[src/rtl/clk_div_ctrl.sv]
// clk_div_ctrl: glitch-free power-of-two clock divider controller.
//
// A single free-running counter in the clk domain generates a divided clock
// (ratio 2^cur_sel) and a matching one-cycle enable. Ratio changes go through
// a four-phase sel_req/sel_ack handshake and are applied only at a period
// boundary, so div_clk never produces a runt phase.
//
// Optional feature macro: CLKDIV_HOLD_EN
//   When defined, adds the 'hold' input and a HOLD state that parks the
//   divider (div_clk low, counter at 0) at a period boundary.
//
// Parameters:
//   CNT_W        counter width; largest ratio is 2^CNT_W
//   DEFAULT_SEL  ratio select after reset (1..CNT_W)
//
// Ports:
//   clk      in   single clock, rising edge
//   reset    in   synchronous active-low reset
//   sel      in   [2:0] requested ratio select (valid 1..CNT_W)
//   sel_req  in   change request, four-phase level
//   hold     in   park request (only with CLKDIV_HOLD_EN)
//   sel_ack  out  change applied, held until sel_req falls
//   sel_err  out  one-cycle pulse for a request with an invalid sel
//   busy     out  high whenever the FSM is not in RUN
//   cur_sel  out  [2:0] ratio select currently in effect
//   div_clk  out  registered divided clock, 50% duty
//   div_en   out  registered pulse in the last clk cycle of each period

module clk_div_ctrl #(
  parameter int CNT_W       = 5,
  parameter int DEFAULT_SEL = 1
) (
  input  logic       clk,
  input  logic       reset,
  input  logic [2:0] sel,
  input  logic       sel_req,
`ifdef CLKDIV_HOLD_EN
  input  logic       hold,
`endif
  output logic       sel_ack,
  output logic       sel_err,
  output logic       busy,
  output logic [2:0] cur_sel,
  output logic       div_clk,
  output logic       div_en
);

`ifdef CLKDIV_HOLD_EN
  typedef enum logic [1:0] {ST_RUN, ST_WAIT, ST_ACK, ST_HOLD} state_t;
`else
  typedef enum logic [1:0] {ST_RUN, ST_WAIT, ST_ACK} state_t;
`endif

  state_t           state, state_n;
  logic [CNT_W-1:0] cnt, cnt_n;
  logic [2:0]       cur_sel_n;
  logic [2:0]       pend_sel, pend_sel_n;
  logic             sel_ack_n;
  logic             sel_err_n;
  logic             err_block, err_block_n;
  logic             div_clk_n;
  logic             div_en_n;
  logic [CNT_W-1:0] cur_mask;
  logic [CNT_W-1:0] next_mask;
  logic             boundary;
  logic             sel_valid;

  // Low k bits set: the in-period counter value L is (cnt & mask), and the
  // last cycle of a period is where L equals the mask itself.
  function automatic logic [CNT_W-1:0] ratio_mask(input logic [2:0] k);
    logic [CNT_W-1:0] m;
    m = '0;
    for (int i = 0; i < CNT_W; i++) begin
      if (i < int'(k)) m[i] = 1'b1;
    end
    return m;
  endfunction

  // Bit k-1 of the counter is exactly a 50% duty clock at ratio 2^k.
  function automatic logic half_bit(input logic [CNT_W-1:0] c, input logic [2:0] k);
    logic b;
    b = 1'b0;
    for (int i = 0; i < CNT_W; i++) begin
      if (i + 1 == int'(k)) b = c[i];
    end
    return b;
  endfunction

  assign cur_mask  = ratio_mask(cur_sel);
  assign boundary  = ((cnt & cur_mask) == cur_mask);
  assign sel_valid = (sel != 3'd0) && (int'(sel) <= CNT_W);
  assign busy      = (state != ST_RUN);

  // State register. div_clk/div_en are loaded from the next-state counter and
  // select so they line up with cnt in the same cycle without a combinational
  // output path.
  always_ff @(posedge clk) begin
    if (!reset) begin
      state     <= ST_RUN;
      cnt       <= '0;
      cur_sel   <= 3'(DEFAULT_SEL);
      pend_sel  <= 3'(DEFAULT_SEL);
      sel_ack   <= 1'b0;
      sel_err   <= 1'b0;
      err_block <= 1'b0;
      div_clk   <= 1'b0;
      div_en    <= 1'b0;
    end else begin
      state     <= state_n;
      cnt       <= cnt_n;
      cur_sel   <= cur_sel_n;
      pend_sel  <= pend_sel_n;
      sel_ack   <= sel_ack_n;
      sel_err   <= sel_err_n;
      err_block <= err_block_n;
      div_clk   <= div_clk_n;
      div_en    <= div_en_n;
    end
  end

  // Next-state logic. The counter free-runs unless a switch or a hold forces
  // it back to 0 so the new period starts with a full low half.
  always_comb begin
    state_n     = state;
    cnt_n       = cnt + CNT_W'(1);
    cur_sel_n   = cur_sel;
    pend_sel_n  = pend_sel;
    sel_ack_n   = sel_ack;
    sel_err_n   = 1'b0;
    err_block_n = err_block;

    case (state)
      ST_RUN: begin
`ifdef CLKDIV_HOLD_EN
        if (hold && boundary) begin
          state_n = ST_HOLD;
          cnt_n   = '0;
        end else
`endif
        if (!sel_req) begin
          err_block_n = 1'b0;
        end else if (!err_block) begin
          // A rejected request stays blocked until sel_req is seen low, so a
          // held-high invalid request yields exactly one error pulse.
          if (sel_valid) begin
            pend_sel_n = sel;
            state_n    = ST_WAIT;
          end else begin
            sel_err_n   = 1'b1;
            err_block_n = 1'b1;
          end
        end
      end
      ST_WAIT: begin
        if (boundary) begin
          cur_sel_n = pend_sel;
          cnt_n     = '0;
          sel_ack_n = 1'b1;
          state_n   = ST_ACK;
        end
      end
      ST_ACK: begin
        if (!sel_req) begin
          sel_ack_n = 1'b0;
          state_n   = ST_RUN;
        end
      end
`ifdef CLKDIV_HOLD_EN
      ST_HOLD: begin
        cnt_n = '0;
        if (!hold) state_n = ST_RUN;
      end
`endif
      default: begin
        state_n = ST_RUN;
      end
    endcase
  end

  // Output next values follow the counter and select that will be in effect.
  assign next_mask = ratio_mask(cur_sel_n);
  always_comb begin
    div_clk_n = half_bit(cnt_n, cur_sel_n);
    div_en_n  = ((cnt_n & next_mask) == next_mask);
  end

endmodule

[config.mk]
export PLATFORM = sky130hd
export DESIGN_NAME = clk_div_ctrl
export DESIGN_NICKNAME = d
export VERILOG_FILES = /design/src/rtl/clk_div_ctrl.sv
export SDC_FILE = /design/constraint.sdc
export NUM_CORES = 1
export LEC_CHECK = 0
export CAP_MARGIN = 10
export CORE_MARGIN = 2
export CORE_UTILIZATION = 50
export DETAILED_ROUTE_END_ITERATION = 12
export PLACE_DENSITY = 0.76
export SETUP_SLACK_MARGIN = 0.3
export SLEW_MARGIN = 10
export SYNTH_ARGS = -nofsm -noshare
export SYNTH_HDL_FRONTEND = slang
export SYNTH_SLANG_ARGS = --single-unit
export TNS_END_PERCENT = 1
[constraint.sdc]
create_clock -name clk -period 1.75 [get_ports clk]
set_input_delay 0.35 -clock clk [delete_from_list [all_inputs] [get_ports clk]]
set_output_delay 0.35 -clock clk [all_outputs]
set_load 0.005 [all_outputs]
==> results of run 1 <==
-- final timing paths --
| kind | start | endpoint | cells after the start |
|---|---|---|---|
| max | cur_sel[2] | cur_sel[2] | 1 |
| min | cnt[0] | cnt[0] | 1 |
| min reg2reg | cnt[0] | cnt[0] | 1 |
| max reg2reg | cur_sel[0] | div_en | 6 |
-- per-stage QoR --
stage | utilization (%) | hold slack (ns) | setup TNS (ns)
CTS | 70.0 | 0.493 | 0
floorplan | - | 0.443 | 0
global route | 72.0 | 0.512 | 0
finish | 72.0 | 0.484 | 0
global placement | 66.6 | 0.471 | 0
detailed placement | 66.6 | 0.475 | -0.00310
-- metal layers --
metal | global-route usage [%] | routed length, um | vias to the layer above
met3 | 3.60 | 59 | 5
met5 | 0 | 0 | -
li1 | - | - | 366
met2 | 30.0 | 863 | 17
met4 | 8.82 | 32 | 0
met1 | 24.9 | 803 | 357
-- logic make-up (layout without fill, tap and decap cells) --
kind of cell	Yosys count	in the layout	share of synthesized area, %
and+or+nand+nor	40	40	26.9
adders and majority gates	1	1	1.48
DFF	18	18	42.5
buffers and inverters	7	30	3.99
xor gates and xnor gates	3	3	3.10
muxes	6	6	7.09
AOI/OAI and AO/OA	17	17	14.9
-- state kept, by name (all words and copies together) (netlist names) --
signal / count
sel_ack: 1
div_en: 1
cur_sel: 3
div_clk: 1
pend_sel: 3
err_block: 1
sel_err: 1
state: 2
cnt: 5
-- Yosys cell counts, types with 2 or more instances --
master	n
o21ai_2	2
o21ai_0	2
nand2_1	7
nor3_1	2
mux2i_1	6
xnor2_1	2
and2_1	2
nand2b_1	2
a31oi_1	3
a21oi_1	2
nor2_1	9
inv_1	5
nor2b_1	6
and3_2	3
dfxtp_1	18
-- cell usage in the layout (no fill, tap or decap), types with 3 or more instances in the layout --
| master | synthesis | routed |
|---|---|---|
| mux2i_1 | 6 | 6 |
| a31oi_1 | 3 | 3 |
| dfxtp_1 | 18 | 12 |
| nor2_1 | 9 | 9 |
| nor2b_1 | 6 | 6 |
| inv_1 | 5 | 4 |
| clkdlybuf4s50_1 | 0 | 11 |
| nand2_1 | 7 | 6 |
| buf_4 | 0 | 7 |
| dfxtp_2 | 0 | 3 |
| clkbuf_4 | 0 | 3 |
| dfxtp_4 | 0 | 3 |
| and3_2 | 3 | 3 |
-- cell type report --
| cell class | instances | area [um2] | area share, % |
|---|---|---|---|
| multi-input combinational | 67 | 464 | 41.8 |
| sequential | 18 | 375 | 33.8 |
| timing repair buffer | 21 | 195 | 17.6 |
| clock buffer | 4 | 36.3 | 3.27 |
| tap | 16 | 20.0 | 1.80 |
| inverter | 5 | 18.8 | 1.69 |
-- where the power goes --
group	internal, mW	switching, mW	total, mW	leakage, nW
sequential	0.431	0.0207	0.452	0.150
clock	0.127	0.133	0.259	0.0210
combinational	0.0829	0.0659	0.149	0.308
-- what timing repair did --
action | 4_1_cts | 5_1_grt
endpoints found under the setup margin | 14 | 23
gates cloned | 0 | 0
setup buffers | 1 | 1
gates resized for setup | 8 | 7
==> flow_summary.json, run 1 <==
{
  "cts_buffers": 3,
  "cp-start-kind": "register",
  "cts_sinks": 18,
  "status": "completed",
  "avgSynthCellArea_um2": 9.21,
  "grt_pass1_vias": 652,
  "synth_top_area_share_pct": 42.5,
  "rsz0062_at_grt": "true",
  "worst_pin_slew_ns": 0.259,
  "routed-via-count": 745,
  "critical_path_class": "register to output port",
  "path_delay_family": "buffers and inverters",
  "htreeDepth": 1,
  "clockBufferDepth": 2,
  "drv_slew": 0,
  "synth_area_leader_cell": "dfxtp_1",
  "dr.pass1.iters": 3,
  "design_area_mm2": 0.00111,
  "yosys_warnings": 0,
  "synth_seq_cells": 18,
  "syn_nets": 99,
  "wirelength_um": 1760,
  "syn2layout_area_growth_pct": 31.0,
  "synth_area_leaders": "dfxtp_1, mux2i_1, nor2b_1",
  "io_buffers": 13,
  "hold_violations": 0,
  "final-instance-count-excl-fill": 131,
  "holdBufCountCts": 0,
  "crit_chain": "clkdlybuf4s50_1",
  "place_inst": 125,
  "grt_max_degree": 12,
  "floorplan.initialDensity_pct": 55.0,
  "cp_data_required_time_ns": 1.40,
  "crit_buf_inv": 1,
  "die_h_um": 45.2,
  "fp.dieArea_mm2": 0.00204,
  "postRouteAntennaNets": 0,
  "synth_area_um2": 847,
  "setup_ws_ns": 0.177,
  "ir_drop_uv": 529,
  "grt_overflow": 0,
  "nFillCells": 122,
  "chipWidth_um": 45.2,
  "post-route-period-util_pct": 89.9,
  "path_max_fanout": 8,
  "synthFlopType": "dfxtp_1",
  "grt_first_pass_wirelength_um": 2820,
  "pwr_density_cell_mw_per_mm2": 775,
  "fin_nets": 123,
  "async_flop_share_pct": 0,
  "hp-class": "register to register",
  "ys_seq_area_share_pct": 42.5,
  "syn_inst": 92,
  "grt_util_all_layers_pct": 19.0,
  "place_ws_ns": -0.00310,
  "core_area_mm2": 0.00154,
  "io_pins": 14,
  "clock_latency_ns": 0.29,
  "root_buffer": "clkbuf_4",
  "grt_antenna_before_repair": 0,
  "drt_iter0_drc": 15,
  "setup_viol": 0,
  "power_uw": 860,
  "timing.slew.headroom_pct": 82.6,
  "dp_hpwl_um": 1220,
  "ys_types": 36,
  "arrival_ns": 1.22,
  "drive_gt1_share_pct": 27.0,
  "wl_per_cell_um": 13.4,
  "route.detailed.drc": 0,
  "final.min_clock_period_ns": 1.57,
  "place_congestion": 0.817,
  "fmax_mhz": 636,
  "p_leak_nw": 0.479,
  "crit_path_end_kind": "output port",
  "ff2ff_setup_slack_ns": 0.23,
  "drv_cap": 0,
  "slowest_stage": "clkdlybuf4s50_1",
  "synth_edf_count": 0,
  "antenna_cells": 0,
  "clkTransAtPathRegs_ns": 0.10,
  "clock_skew_ns": 0.00113,
  "dpl-instance-area_mm2": 0.00103,
  "via_per_inst": 5.69,
  "floorplan.rows": 14,
  "slowest_delay_ns": 0.51,
  "cts_tree": "done"
}
Power figures use the tool's default switching activity.
==> run 2: changes to the inputs <==
--- a/config.mk
+++ b/config.mk
@@ -8,7 +8,9 @@
 export CAP_MARGIN = 10
 export CORE_MARGIN = 2
 export CORE_UTILIZATION = 50
+export CTS_CLUSTER_DIAMETER = 100
 export DETAILED_ROUTE_END_ITERATION = 12
+export MAX_ROUTING_LAYER = met4
 export PLACE_DENSITY = 0.76
 export SETUP_SLACK_MARGIN = 0.3
 export SLEW_MARGIN = 10
==> run 2 against run 1 <==
Net effect: core utilization unchanged; first-iteration DRC count down 13%; worst hold slack about the same; power about the same; sequential power about the same; highest routed layer unchanged.
==> flow_summary.json, run 2 (same netlist as run 1, synthesis figures left out) <==
{
  "fmax_mhz": 636,
  "p_leak_nw": 0.479,
  "crit_path_end_kind": "output port",
  "design_area_mm2": 0.00111,
  "htreeDepth": 1,
  "power_uw": 860,
  "hold_violations": 0,
  "grt_overflow": 0,
  "rsz0062_at_grt": "true",
  "seqCellArea_um2": 375,
  "routed-via-count": 745,
  "cts_sinks": 18,
  "clock_skew_ns": 0.000883,
  "fp.dieArea_mm2": 0.00204,
  "wirelength_um": 1770,
  "top_register": "cnt",
  "wl_per_cell_um": 13.5,
  "final.min_clock_period_ns": 1.57,
  "cp_data_required_time_ns": 1.40,
  "critical_path_class": "register to output port",
  "final.setup.tns_ns": 0,
  "layout_commonest_cell": "dfxtp_1",
  "grt_antenna_before_repair": 0,
  "dp_hpwl_um": 1220,
  "clockBufferDepth": 2,
  "io_pins": 14,
  "final_cell_mix": "dfxtp_1, clkdlybuf4s50_1, nor2_1, buf_4",
  "grt_first_pass_wirelength_um": 2830,
  "status": "completed",
  "drv_cap": 0,
  "ir_drop_uv": 530,
  "drive_gt1_share_pct": 27.0,
  "drv_slew": 0,
  "route.detailed.drc": 0,
  "nFillCells": 122,
  "clock_latency_ns": 0.29,
  "cts_tree": "done",
  "grt_pass1_vias": 648,
  "path_delay_family": "buffers and inverters",
  "arrival_ns": 1.22,
  "crit_buf_inv": 1,
  "dpl-instance-area_mm2": 0.00103,
  "syn2layout_area_growth_pct": 31.0,
  "io_buffers": 13,
  "place_congestion": 0.829,
  "crit_chain": "clkdlybuf4s50_1",
  "setup_viol": 0,
  "post-route-period-util_pct": 89.9,
  "postRouteAntennaNets": 0,
  "core_area_mm2": 0.00154,
  "drt_iter0_drc": 13,
  "cts_buffers": 3,
  "via_per_inst": 5.69,
  "grt_max_degree": 12,
  "timing.slew.headroom_pct": 82.6,
  "worst_pin_slew_ns": 0.259,
  "path_max_fanout": 8,
  "die_h_um": 45.2,
  "holdWs_ns": 0.484,
  "slowest_delay_ns": 0.51,
  "root_buffer": "clkbuf_4",
  "antenna_cells": 0,
  "holdBufCountCts": 0,
  "dr.pass1.iters": 3,
  "fin_nets": 123,
  "hp-class": "register to register",
  "pwr_density_cell_mw_per_mm2": 775,
  "grt_util_all_layers_pct": 19.7,
  "floorplan.initialDensity_pct": 55.0,
  "cp-start-kind": "register",
  "largest_reg_flops": 5,
  "clkTransAtPathRegs_ns": 0.10,
  "reg_top3": "cnt: 5 flops, cur_sel: 3 flops, pend_sel: 3 flops",
  "chipWidth_um": 45.2,
  "slowest_stage": "clkdlybuf4s50_1",
  "multiInputGateArea_um2": 464,
  "floorplan.rows": 14
}
[run 2: cell counts in the layout (fill, tap and decap cells not counted)]
Identical to the previous run, type by type.
[run 2: area by class of cell]
| class | count | share of cell area (%) |
|---|---|---|
| clock buffers | 4 | 3.27 |
| inverters | 5 | 1.69 |
| multi-input cells | 67 | 41.8 |
| flip-flops and latches | 18 | 33.8 |
| well taps | 16 | 1.80 |
| repair buffers | 21 | 17.6 |
[run 2: path summary, 6_finish.rpt]
path                   start         end  slack [ns]  cells past startpoint
setup / recovery  cur_sel[2]  cur_sel[2]        0.18                      1
hold reg to reg       cnt[0]      cnt[0]        0.48                      1
setup reg to reg  cur_sel[0]      div_en        0.23                      6
hold / removal        cnt[0]      cnt[0]        0.48                      1
[run 2: power breakdown]
part | internal (mW) | switching [mW]
Sequential | 0.431 | 0.0207
Clock | 0.127 | 0.133
Combinational | 0.0829 | 0.0659
Total | 0.641 | 0.219
[run 2: routing by layer]
| layer | GRT usage (%) | vias to the layer above | part of all wire [%] |
|---|---|---|---|
| met4 | 8.82 | 0 | 1.8 |
| li1 | - | 366 | - |
| met2 | 29.7 | 17 | 49 |
| met5 | - | - | 0 |
| met3 | 3.60 | 5 | 3.3 |
| met1 | 25.7 | 357 | 46 |
[run 2: through the flow]
stage                     setup slack, ns  std cells  utilization [%]
after floorplan                     0.362         92                -
after global placement              0.114        125             66.6
after detailed placement         -0.00310        125             66.6
after CTS                           0.102        130             70.0
after global routing                0.147        131             72.0
final                               0.177        131             72.0
[run 2: repair_timing]
action                                 CTS  global route
setup endpoints to repair               14            23
endpoints found under the hold margin    0             0
setup buffers                            1             1
gates resized for setup                  8             7
[run 2: worst register-to-register path, cell delays in order, from the launching register on]
cell	delay (ns)
dfxtp_4	0.36
buf_4	0.14
nor2b_1	0.14
o21ai_2	0.18
nand4_4	0.22
a21boi_1	0.20
a31o_1	0.19
==> run 3: changes to the inputs <==
--- a/config.mk
+++ b/config.mk
@@ -7,11 +7,12 @@
 export LEC_CHECK = 0
 export CAP_MARGIN = 10
 export CORE_MARGIN = 2
-export CORE_UTILIZATION = 50
+export CORE_UTILIZATION = 55
 export CTS_CLUSTER_DIAMETER = 100
 export DETAILED_ROUTE_END_ITERATION = 12
+export DONT_BUFFER_PORTS = 1
 export MAX_ROUTING_LAYER = met4
-export PLACE_DENSITY = 0.76
+export PLACE_DENSITY = 0.7
 export SETUP_SLACK_MARGIN = 0.3
 export SLEW_MARGIN = 10
 export SYNTH_ARGS = -nofsm -noshare
==> run 3 against run 2 <==
Net effect: critical path depth increased by 4; power shrank 3.7%; via count is 8.6% lower; combinational power shrank 26%; clock-buffer cell count unchanged; clock skew grew 0.0081 ns.
==> flow_summary.json, run 3 (same netlist as run 1, synthesis figures left out) <==
{
  "status": "completed",
  "worst_pin_slew_ns": 0.317,
  "io_buffers": 0,
  "grt_antenna_before_repair": 0,
  "cts_sinks": 18,
  "dr.pass1.iters": 4,
  "design_area_um2": 947,
  "timing.slew.headroom_pct": 78.7,
  "drv_cap": 0,
  "antenna_cells": 0,
  "place_inst": 107,
  "p_sw_uw": 213,
  "clkTransAtPathRegs_ns": 0.11,
  "seqPwrFrac_pct": 55.3,
  "via_per_inst": 6.08,
  "layout_commonest_cell": "dfxtp_1",
  "wl_per_cell_um": 16.1,
  "p_leak_nw": 0.417,
  "core_area_mm2": 0.00147,
  "floorplan.initialDensity_pct": 57.6,
  "fp.dieArea_mm2": 0.00187,
  "clock_skew_ns": 0.00895,
  "fin_nets": 104,
  "setup_viol": 0,
  "reg_top3": "cnt: 5 flops, cur_sel: 3 flops, pend_sel: 3 flops",
  "grt_max_degree": 18,
  "final-instance-count-excl-fill": 112,
  "pwr_density_cell_mw_per_mm2": 875,
  "io_pins": 14,
  "arrival_ns": 1.65,
  "cp_data_required_time_ns": 1.95,
  "cp-start-kind": "register",
  "final.setup.tns_ns": 0,
  "grt_pass1_vias": 604,
  "root_buffer": "clkbuf_4",
  "grt_overflow": 0,
  "internal_power_uw": 615,
  "hold_violations": 0,
  "final.min_clock_period_ns": 1.46,
  "route.detailed.drc": 0,
  "routed-via-count": 681,
  "top_register": "cnt",
  "netSwitchingFraction_pct": 25.8,
  "fin_util_pct": 64.4,
  "fmax_mhz": 686,
  "wirelength_um": 1800,
  "post_cts_buffers": 0,
  "holdWs_ns": 0.106,
  "rsz0062_at_grt": "true",
  "final_cell_mix": "dfxtp_1, nor2_1, nand2_1, nor2b_1, mux2i_1",
  "drv_slew": 0,
  "syn2layout_area_growth_pct": 11.8,
  "hp-class": "primary input to register",
  "p_clk_share_pct": 31.3,
  "drt_iter0_drc": 27,
  "grt_util_all_layers_pct": 20.8,
  "die_h_um": 43.2,
  "critical_path_class": "register to register",
  "floorplan.rows": 14,
  "path_max_fanout": 8,
  "drive_gt1_share_pct": 27.1,
  "p_comb_share_pct": 13.4,
  "dpl-instance-area_um2": 860,
  "dp_hpwl_um": 1100,
  "clock_latency_ns": 0.30,
  "ir_drop_uv": 564,
  "place_congestion": 0.810,
  "postRouteAntennaNets": 0,
  "grt_first_pass_wirelength_um": 2750,
  "cts_buffers": 3,
  "post-route-period-util_pct": 83.3,
  "largest_reg_flops": 5,
  "holdBufCountCts": 0,
  "htreeDepth": 1,
  "crit_path_end_kind": "register",
  "chipWidth_um": 43.2,
  "clockBufferDepth": 2,
  "cts_tree": "done"
}
## run 3: changes by cell type in the layout (fill, tap and decap cells not counted), sizes merged
cell,previous run,this run
buf,8,1
clkdlybuf4s50,11,0
dlygate4sd2,1,0
dlymetal6s2s,1,0
nand4,2,3
## run 3: worst max-delay path, cell delays in order (launching register included)
cell and delay [ns]:
dfxtp_2 0.38, nor2b_1 0.15, o21ai_2 0.23, nand4_4 0.19, a21boi_2 0.20, a31o_1 0.20
## run 3: routing by layer
layer  up-vias  track usage, %  part of all wire [%]
met5         -               -                     0
met4         0            11.5                   2.7
met3         6            4.26                   9.2
met2        39            31.0                    47
met1       302            26.0                    41
li1        334               -                     -
## run 3: final timing paths
check,start,to,slack [ns],cells past startpoint
setup / recovery,cur_sel[0],div_en,0.29,5
hold / removal,reset,cur_sel[0],0.11,1
setup reg to reg,cur_sel[0],div_en,0.29,5
hold reg to reg,cnt[0],cnt[0],0.47,1
## run 3: repair_timing
| action | 4_1_cts | 5_1_grt |
|---|---|---|
| resized for setup | 7 | 4 |
| setup endpoints to repair | 11 | 10 |
| pin swaps | 2 | 1 |
| hold endpoints to repair | 0 | 0 |
| gates cloned | 1 | 0 |
## run 3: power groups by stage
stage	logic, mW	registers (mW)	clock network, mW
floorplan	0.0858	0.460	0
global placement	0.0954	0.464	0
detailed placement	0.0948	0.465	0
CTS	0.105	0.458	0.264
global route	0.120	0.460	0.278
finish	0.111	0.458	0.259
## run 3: final cells by class
type | instances | area (um2)
well taps | 16 | 20.0
clock buffers | 4 | 36.3
multi-input cells | 68 | 495
inverters | 5 | 18.8
flip-flops and latches | 18 | 369
fillers | 129 | 524
repair buffers | 1 | 7.51
## run 3: through the flow
stage,setup WS [ns],total power [mW]
3_3_place_gp,0.191,0.560
5_1_grt,0.240,0.858
2_1_floorplan,0.362,0.546
4_1_cts,0.287,0.826
6_report,0.293,0.828
3_5_place_dp,0.193,0.560
